### config.mk
export PLATFORM = sky130hd
export DESIGN_NAME = vreq_burst_sched
export DESIGN_NICKNAME = d
export VERILOG_FILES = /design/src/rtl/vreq_burst_sched.sv
export SDC_FILE = /design/constraint.sdc
export NUM_CORES = 1
export LEC_CHECK = 0
export CAP_MARGIN = 20
export CORE_AREA = 8 8 126 128
export CTS_BUF_LIST = sky130_fd_sc_hd__clkbuf_8
export DETAILED_ROUTE_END_ITERATION = 8
export DIE_AREA = 0 0 134 136
export GPL_ROUTABILITY_DRIVEN = 1
export PLACE_DENSITY = 0.82
export SYNTH_ARGS = -nofsm -noshare
export SYNTH_HDL_FRONTEND = slang
export SYNTH_SLANG_ARGS = --single-unit
### constraint.sdc
create_clock -name clk -period 3.35 [get_ports clk]
set_input_delay 0.67 -clock clk [delete_from_list [all_inputs] [get_ports clk]]
set_output_delay 0.67 -clock clk [all_outputs]
set_load 0.005 [all_outputs]
### src/rtl/vreq_burst_sched.sv
// Burst-aware round-robin scheduler: locks one downstream valid/ready port to a requester per burst.
// Optional stalled-owner timeout is compiled in with `define VREQ_SCHED_TIMEOUT_EN.
module vreq_burst_sched #(
  parameter int NUM_REQ      = 4,
  parameter int DATA_W       = 64,
  parameter int BURST_MAX    = 4,
  parameter int IDLE_TIMEOUT = 16
) (
  input  logic                       clk,
  input  logic                       reset,
  input  logic [NUM_REQ-1:0]         req_valid,
  input  logic [NUM_REQ-1:0]         req_last,
  input  logic [NUM_REQ*DATA_W-1:0]  req_data,
  output logic [NUM_REQ-1:0]         req_ready,
  output logic                       out_valid,
  output logic [DATA_W-1:0]          out_data,
  output logic [$clog2(NUM_REQ)-1:0] out_src,
  output logic                       out_last,
  input  logic                       out_ready,
  output logic                       busy
);

  localparam int SRC_W = $clog2(NUM_REQ);
  localparam int CNT_W = $clog2(BURST_MAX + 1);
  localparam logic [CNT_W-1:0] CAP_LAST = CNT_W'(BURST_MAX - 1);

  localparam logic [0:0] ST_IDLE = 1'b0;
  localparam logic [0:0] ST_LOCK = 1'b1;

  if (NUM_REQ < 2 || BURST_MAX < 1 || IDLE_TIMEOUT < 1) begin : g_bad_param
    $error("vreq_burst_sched: NUM_REQ>=2, BURST_MAX>=1 and IDLE_TIMEOUT>=1 are required");
  end

  logic [0:0]        state;
  logic [SRC_W-1:0]  owner;
  logic [SRC_W-1:0]  rr_ptr;
  logic [SRC_W-1:0]  pick;
  logic [SRC_W-1:0]  owner_next;
  logic [CNT_W-1:0]  beat_cnt;
  logic [DATA_W-1:0] owner_data;
  logic              pick_valid;
  logic              slot_free;
  logic              accept;
  logic              beat_last;
  logic              timeout_hit;
  logic              release_lock;

  // The output register can take a new beat when empty or draining this cycle.
  assign slot_free    = !out_valid || out_ready;
  assign accept       = (state == ST_LOCK) && slot_free && req_valid[owner];
  assign beat_last    = req_last[owner] || (beat_cnt == CAP_LAST);
  assign release_lock = (accept && beat_last) || timeout_hit;
  assign busy         = (state == ST_LOCK);
  assign owner_next   = (owner == SRC_W'(NUM_REQ - 1)) ? '0 : owner + 1'b1;

  // Round-robin search: scanning offsets downward lets the closest set bit at/after rr_ptr win.
  always_comb begin
    logic [SRC_W-1:0] idx;
    // NOTE: every always_comb output gets a default first so no path infers a latch.
    pick       = '0;
    pick_valid = 1'b0;
    idx        = '0;
    for (int k = NUM_REQ - 1; k >= 0; k--) begin
      idx = SRC_W'((int'(rr_ptr) + k) % NUM_REQ);
      if (req_valid[idx]) begin
        pick       = idx;
        pick_valid = 1'b1;
      end
    end
  end

  always_comb begin
    owner_data = '0;
    for (int i = 0; i < NUM_REQ; i++) begin
      if (owner == SRC_W'(i)) owner_data = req_data[i*DATA_W +: DATA_W];
    end
  end

  always_comb begin
    req_ready = '0;
    if (state == ST_LOCK && slot_free) req_ready[owner] = 1'b1;
  end

  always_ff @(posedge clk or negedge reset) begin
    if (!reset) begin
      state     <= ST_IDLE;
      owner     <= '0;
      rr_ptr    <= '0;
      beat_cnt  <= '0;
      out_valid <= 1'b0;
      out_data  <= '0;
      out_src   <= '0;
      out_last  <= 1'b0;
    end else begin
      // NOTE: non-blocking assignments so every register samples pre-edge values.
      if (accept) begin
        out_valid <= 1'b1;
        out_data  <= owner_data;
        out_src   <= owner;
        out_last  <= beat_last;
      end else if (out_ready) begin
        out_valid <= 1'b0;
      end

      case (state)
        ST_IDLE: begin
          if (pick_valid) begin
            owner    <= pick;
            beat_cnt <= '0;
            state    <= ST_LOCK;
          end
        end
        default: begin
          if (accept) beat_cnt <= beat_cnt + 1'b1;
          if (release_lock) begin
            state  <= ST_IDLE;
            rr_ptr <= owner_next;
          end
        end
      endcase
    end
  end

`ifdef VREQ_SCHED_TIMEOUT_EN
  localparam int IDLE_W = $clog2(IDLE_TIMEOUT + 1);
  logic [IDLE_W-1:0] idle_cnt;

  // Fires on the cycle whose idle increment would reach IDLE_TIMEOUT; the aborted burst gets no out_last.
  assign timeout_hit = (state == ST_LOCK) && !req_valid[owner] &&
                       (idle_cnt == IDLE_W'(IDLE_TIMEOUT - 1));

  always_ff @(posedge clk or negedge reset) begin
    if (!reset) begin
      idle_cnt <= '0;
    end else if (state != ST_LOCK || accept || timeout_hit) begin
      idle_cnt <= '0;
    end else if (!req_valid[owner]) begin
      idle_cnt <= idle_cnt + 1'b1;
    end
  end
`else
  assign timeout_hit = 1'b0;
`endif

endmodule
Word level (Yosys, flattened, before mapping) --
Index checks and enable logic that the tools add are counted.
Storage, ports and cells: register bits after elaboration 76, input port bits 267, output and inout bits 73, word-level logic and storage cells 74
Operators by class: add/sub/neg operators 5, order comparisons 6, eq/ne operators 5, mux-type cells 36, bitwise operators 1, reductions and logical operators 13
Operators with widths (count):
- 64-bit two-way mux | 4
- 1-bit two-way mux | 16
- 2-bit by 3-bit < comparator with 1-bit output, second input constant | 5
- 1-bit binary-select mux with 2-bit select | 6
- 2-bit two-way mux | 5
- 3-bit two-way mux | 3
- 2-bit AND reduction | 3
- 2-bit by 1-bit adder with 2-bit output, second input constant | 2
- 2-bit adder, second input constant | 2
- 2-bit == test, second input constant | 2
- 1-bit logical AND | 4
- 4-bit two-way mux | 1
- 2-bit nonzero test | 2
- 3-bit by 1-bit adder with 3-bit output, second input constant | 1
- 3-bit by 2-bit == test with 1-bit output, second input constant | 1
- 1-bit demux with 2-bit select | 1
- 2-bit by 1-bit == test with 1-bit output, second input constant | 1
- 2-bit by 1-bit greater-or-equal comparator with 1-bit output, second input constant | 1
- 2-bit zero test | 1
- 1-bit logical OR | 2
- 2-bit by 1-bit != test with 1-bit output, second input constant | 1
- 1-bit zero test | 1
- 1-bit NOT | 1

Longest topological paths before layout --
word-level depth 9, gate-level depth with buffers 10, gate-level depth less buffers 6

Worst setup path before layout --
Ideal clock, no wire load.
kind reg2out, from register owner[1], to output port req_ready[0], arrival time 1.489 ns, required time 2.680 ns, setup slack 1.191 ns, cell stages (with the launch flop) 7, path buffers 3, path through dfrtp_1 buf_6 inv_1 ha_1 clkbuf_1 buf_1 and3_1
Between the ends: word-level cells in the longest chain between the ends 5
RTL lines:
- from (decl) | RTL line 35 | logic [SRC_W-1:0] owner;
- from (signal assigned) | RTL line 108 | owner <= pick;
- 2-bit by 3-bit < comparator with 1-bit output (not written as such) / 2-bit by 1-bit greater-or-equal comparator with 1-bit output (equally long branches) | RTL line 81 | if (state == ST_LOCK && slot_free) req_ready[owner] = 1'b1;
- 1-bit logical AND (not written as such) | RTL line 81
- 1-bit two-way mux (not written as such) | RTL line 81
- 1-bit demux with 2-bit select * | RTL line 81
- 4-bit two-way mux * | RTL line 81
- to (decl) | RTL line 14 | output logic [NUM_REQ-1:0] req_ready,
Mark *: on every way between the ends. The rest lies on a longest branch, timed or not.

Worst setup path after layout --
from register owner[1], to output port req_ready[2]
The elaborated chain is that of the path after synthesis.

==> flow_summary.yaml <==
timing:
  setup_tns_ns: 0
  period_share_pct: 86.44
  timing.final.ws_setup_ns: 0.4543
  drv_slew: 0
  setup_viol: 0
  holdWs_ns: 0.1464
  clock.fmax_mhz: 345.3
  rsz0062_at_grt: "no"
  finalHoldViolCount: 0
  skew_ns: 0.007677
  worst_slew_pin_slew_ns: 0.7740
  slew_headroom_pct: 48.40
  period_needed_ns: 2.896
synth:
  avgSynthCellArea_um2: 7.129
  synth_edf_count: 0
  synth.ff_latch_count: 76
  syn_nets: 985
  ys_top_cells_by_area: "dfrtp_1, o21ai_0, a21oi_1"
  synthArstFlopShare_pct: 100.0
  synth_ff_type: "dfrtp_1"
  synth_top_area_share_pct: 37.47
  ys_seq_area_share_pct: 37.47
  synth_cell_types: 29
  netlist_top_cells_count: "o21ai_0, nand2_1, a21oi_1"
  yosysMostFrequentCell: "o21ai_0"
  yosys_warnings: 0
  synth_top_area_cell: "dfrtp_1"
  syn_inst: 712
  netlist_area_um2: 5076
grt:
  grt_first_pass_wirelength_mm: 33.83
  antenna_found_initial: 0
  grt.overflow.total: 0
  grt_max_degree: 77
  grtUsageTotal_pct: 23.65
  grt_pass1_vias: 6097
cts:
  clock_latency_ns: 0.34
  cts.sinks: 76
  cts_tree: "done"
  cts.htree.levels: 3
  clk_pin_slew_worst_paths_ns: 0.08
  post_cts_resized: 0
  numCtsBuffers: 9
  max-clock-path-buffers: 2
  clockRootBuffer: "clkbuf_8"
  hold_buffers: 0
  cts_setup_buffers: 0
critical_path:
  slowest_stage: "dfrtp_1"
  max_stage_delay_ns: 0.60
  path_class: "reg2out"
  required_ns: 2.68
  worst_setup_path_end_kind: "output port"
  r2r_slack_ns: 0.96
  cp_max_fo: 43
  cp_cell_sequence: "ha_4 -> and3_1 -> clkdlybuf4s50_1"
  startpoint_type: "flip-flop"
  arrival_ns: 2.23
floorplanning:
  fp.dieH_um: 136
  num_rows: 44
  design.die.area_um2: 18220
  initial_core_util_pct: 36.16
  die_w_um: 134
  core_area_um2: 14040
  ios: 340
layout:
  n_antenna_cell: 0
  area_delta_synth_final_pct: 74.07
  fin_nets: 1281
  drive_gt1_share_pct: 3.755
place:
  dp_slack_ns: 0.5184
  hpwl_mm: 17.19
  place_congestion: 0.8829
  port_buffers: 339
drt:
  first_pass_iters: 4
  post_drt_via_cell_ratio: 5.116
  vias: 6119
  finalWirelength_mm: 22.58
  drc_errors: 0
  wl_per_cell_um: 18.88
  drt_iter0_drc: 428
  ant_nets: 0
pwr:
  cellPowerDensity_nw_per_um2: 741.1
  ir_worst_vdd_mv: 0.5546
  leakage_nw: 3.780
flow_run:
  cap_violations: 0
min_path:
  hp-class: "in2async"
run_status:
  outcome: "finished clean"
-- placed cells by master, fill, tap and decap left out, types with 4 or more instances in the layout --
cell type	netlist	routed
a22oi_1	64	64
and3_1	4	4
a21oi_1	132	132
clkbuf_8	0	10
buf_4	0	10
nand2_1	134	134
dfrtp_1	76	76
inv_1	70	71
clkdlybuf4s50_1	0	338
o21ai_0	136	136
-- cell type report --
cell class / count / area, µm²
Tap cell: 184 / 230.2
Clock buffer: 10 / 137.6
Inverter: 70 / 262.8
Sequential cell: 76 / 1902
Clock inverter: 5 / 101.3
Multi-Input combinational cell: 500 / 2676
Timing Repair Buffer: 351 / 3526
Fill cell: 1260 / 5202
-- layer usage --
metal | GRT usage, % | wire length [µm] | vias to the layer above
met4 | 8.983 | 748 | 0
met3 | 7.169 | 1437 | 45
met1 | 27.27 | 8774 | 2831
met5 | 0 | 0 | -
met2 | 40.55 | 11620 | 198
li1 | - | - | 3045
-- state kept, by name, indices dropped and copies added (netlist names) --
name	flops
out_data	64
beat_cnt	3
out_src	2
owner	2
rr_ptr	2
busy	1
out_last	1
out_valid	1
-- power by group --
part	switching [mW]	total, mW	internal, mW
Clock	0.337	0.846	0.509
Combinational	2.19	4.10	1.91
Sequential	0.258	1.60	1.34
-- stage by stage --
step / instances / cell area [µm²] / util [%] / power (mW)
floorplan: 712 / 5076 / - / 3.851
global placement: 1180 / 8569 / 61.04 / 5.624
detailed placement: 1180 / 8569 / 61.04 / 5.731
CTS: 1195 / 8808 / 62.75 / 6.608
global route: 1196 / 8836 / 62.94 / 7.133
finish: 1196 / 8836 / 62.94 / 6.549
-- worst paths after layout --
path | cells past startpoint | to | from
setup / recovery | 3 | req_ready[2] | owner[1]
hold / removal | 1 | out_data[32] | reset
setup reg to reg | 6 | out_data[52] | owner[1]
hold reg to reg | 2 | out_data[14] | out_data[14]
max in group asynchronous | 2 | out_data[50] | reset
min in group clk | 2 | out_data[14] | out_data[14]
-- cells by family (layout without fill, tap and decap cells) --
family / count (synthesis) / in the layout / share of synthesized area [%]
AND/OR/NAND/NOR: 150 / 150 / 11.73
multiplexers: 6 / 6 / 1.799
adder cells (fa/ha/maj): 6 / 6 / 1.479
flip-flops: 76 / 76 / 37.47
buffers and inverters: 136 / 436 / 10.75
AO/OA/AOI/OAI: 338 / 338 / 36.78
-- critical path: cells and delay by family, from the launching register on --
family	cells	cell delay (ns)
flip-flops	1	0.60
adder cells (fa/ha/maj)	1	0.54
AND/OR/NAND/NOR	1	0.24
buffers and inverters	1	0.51
No activity file was read; power rests on OpenSTA's default activity.
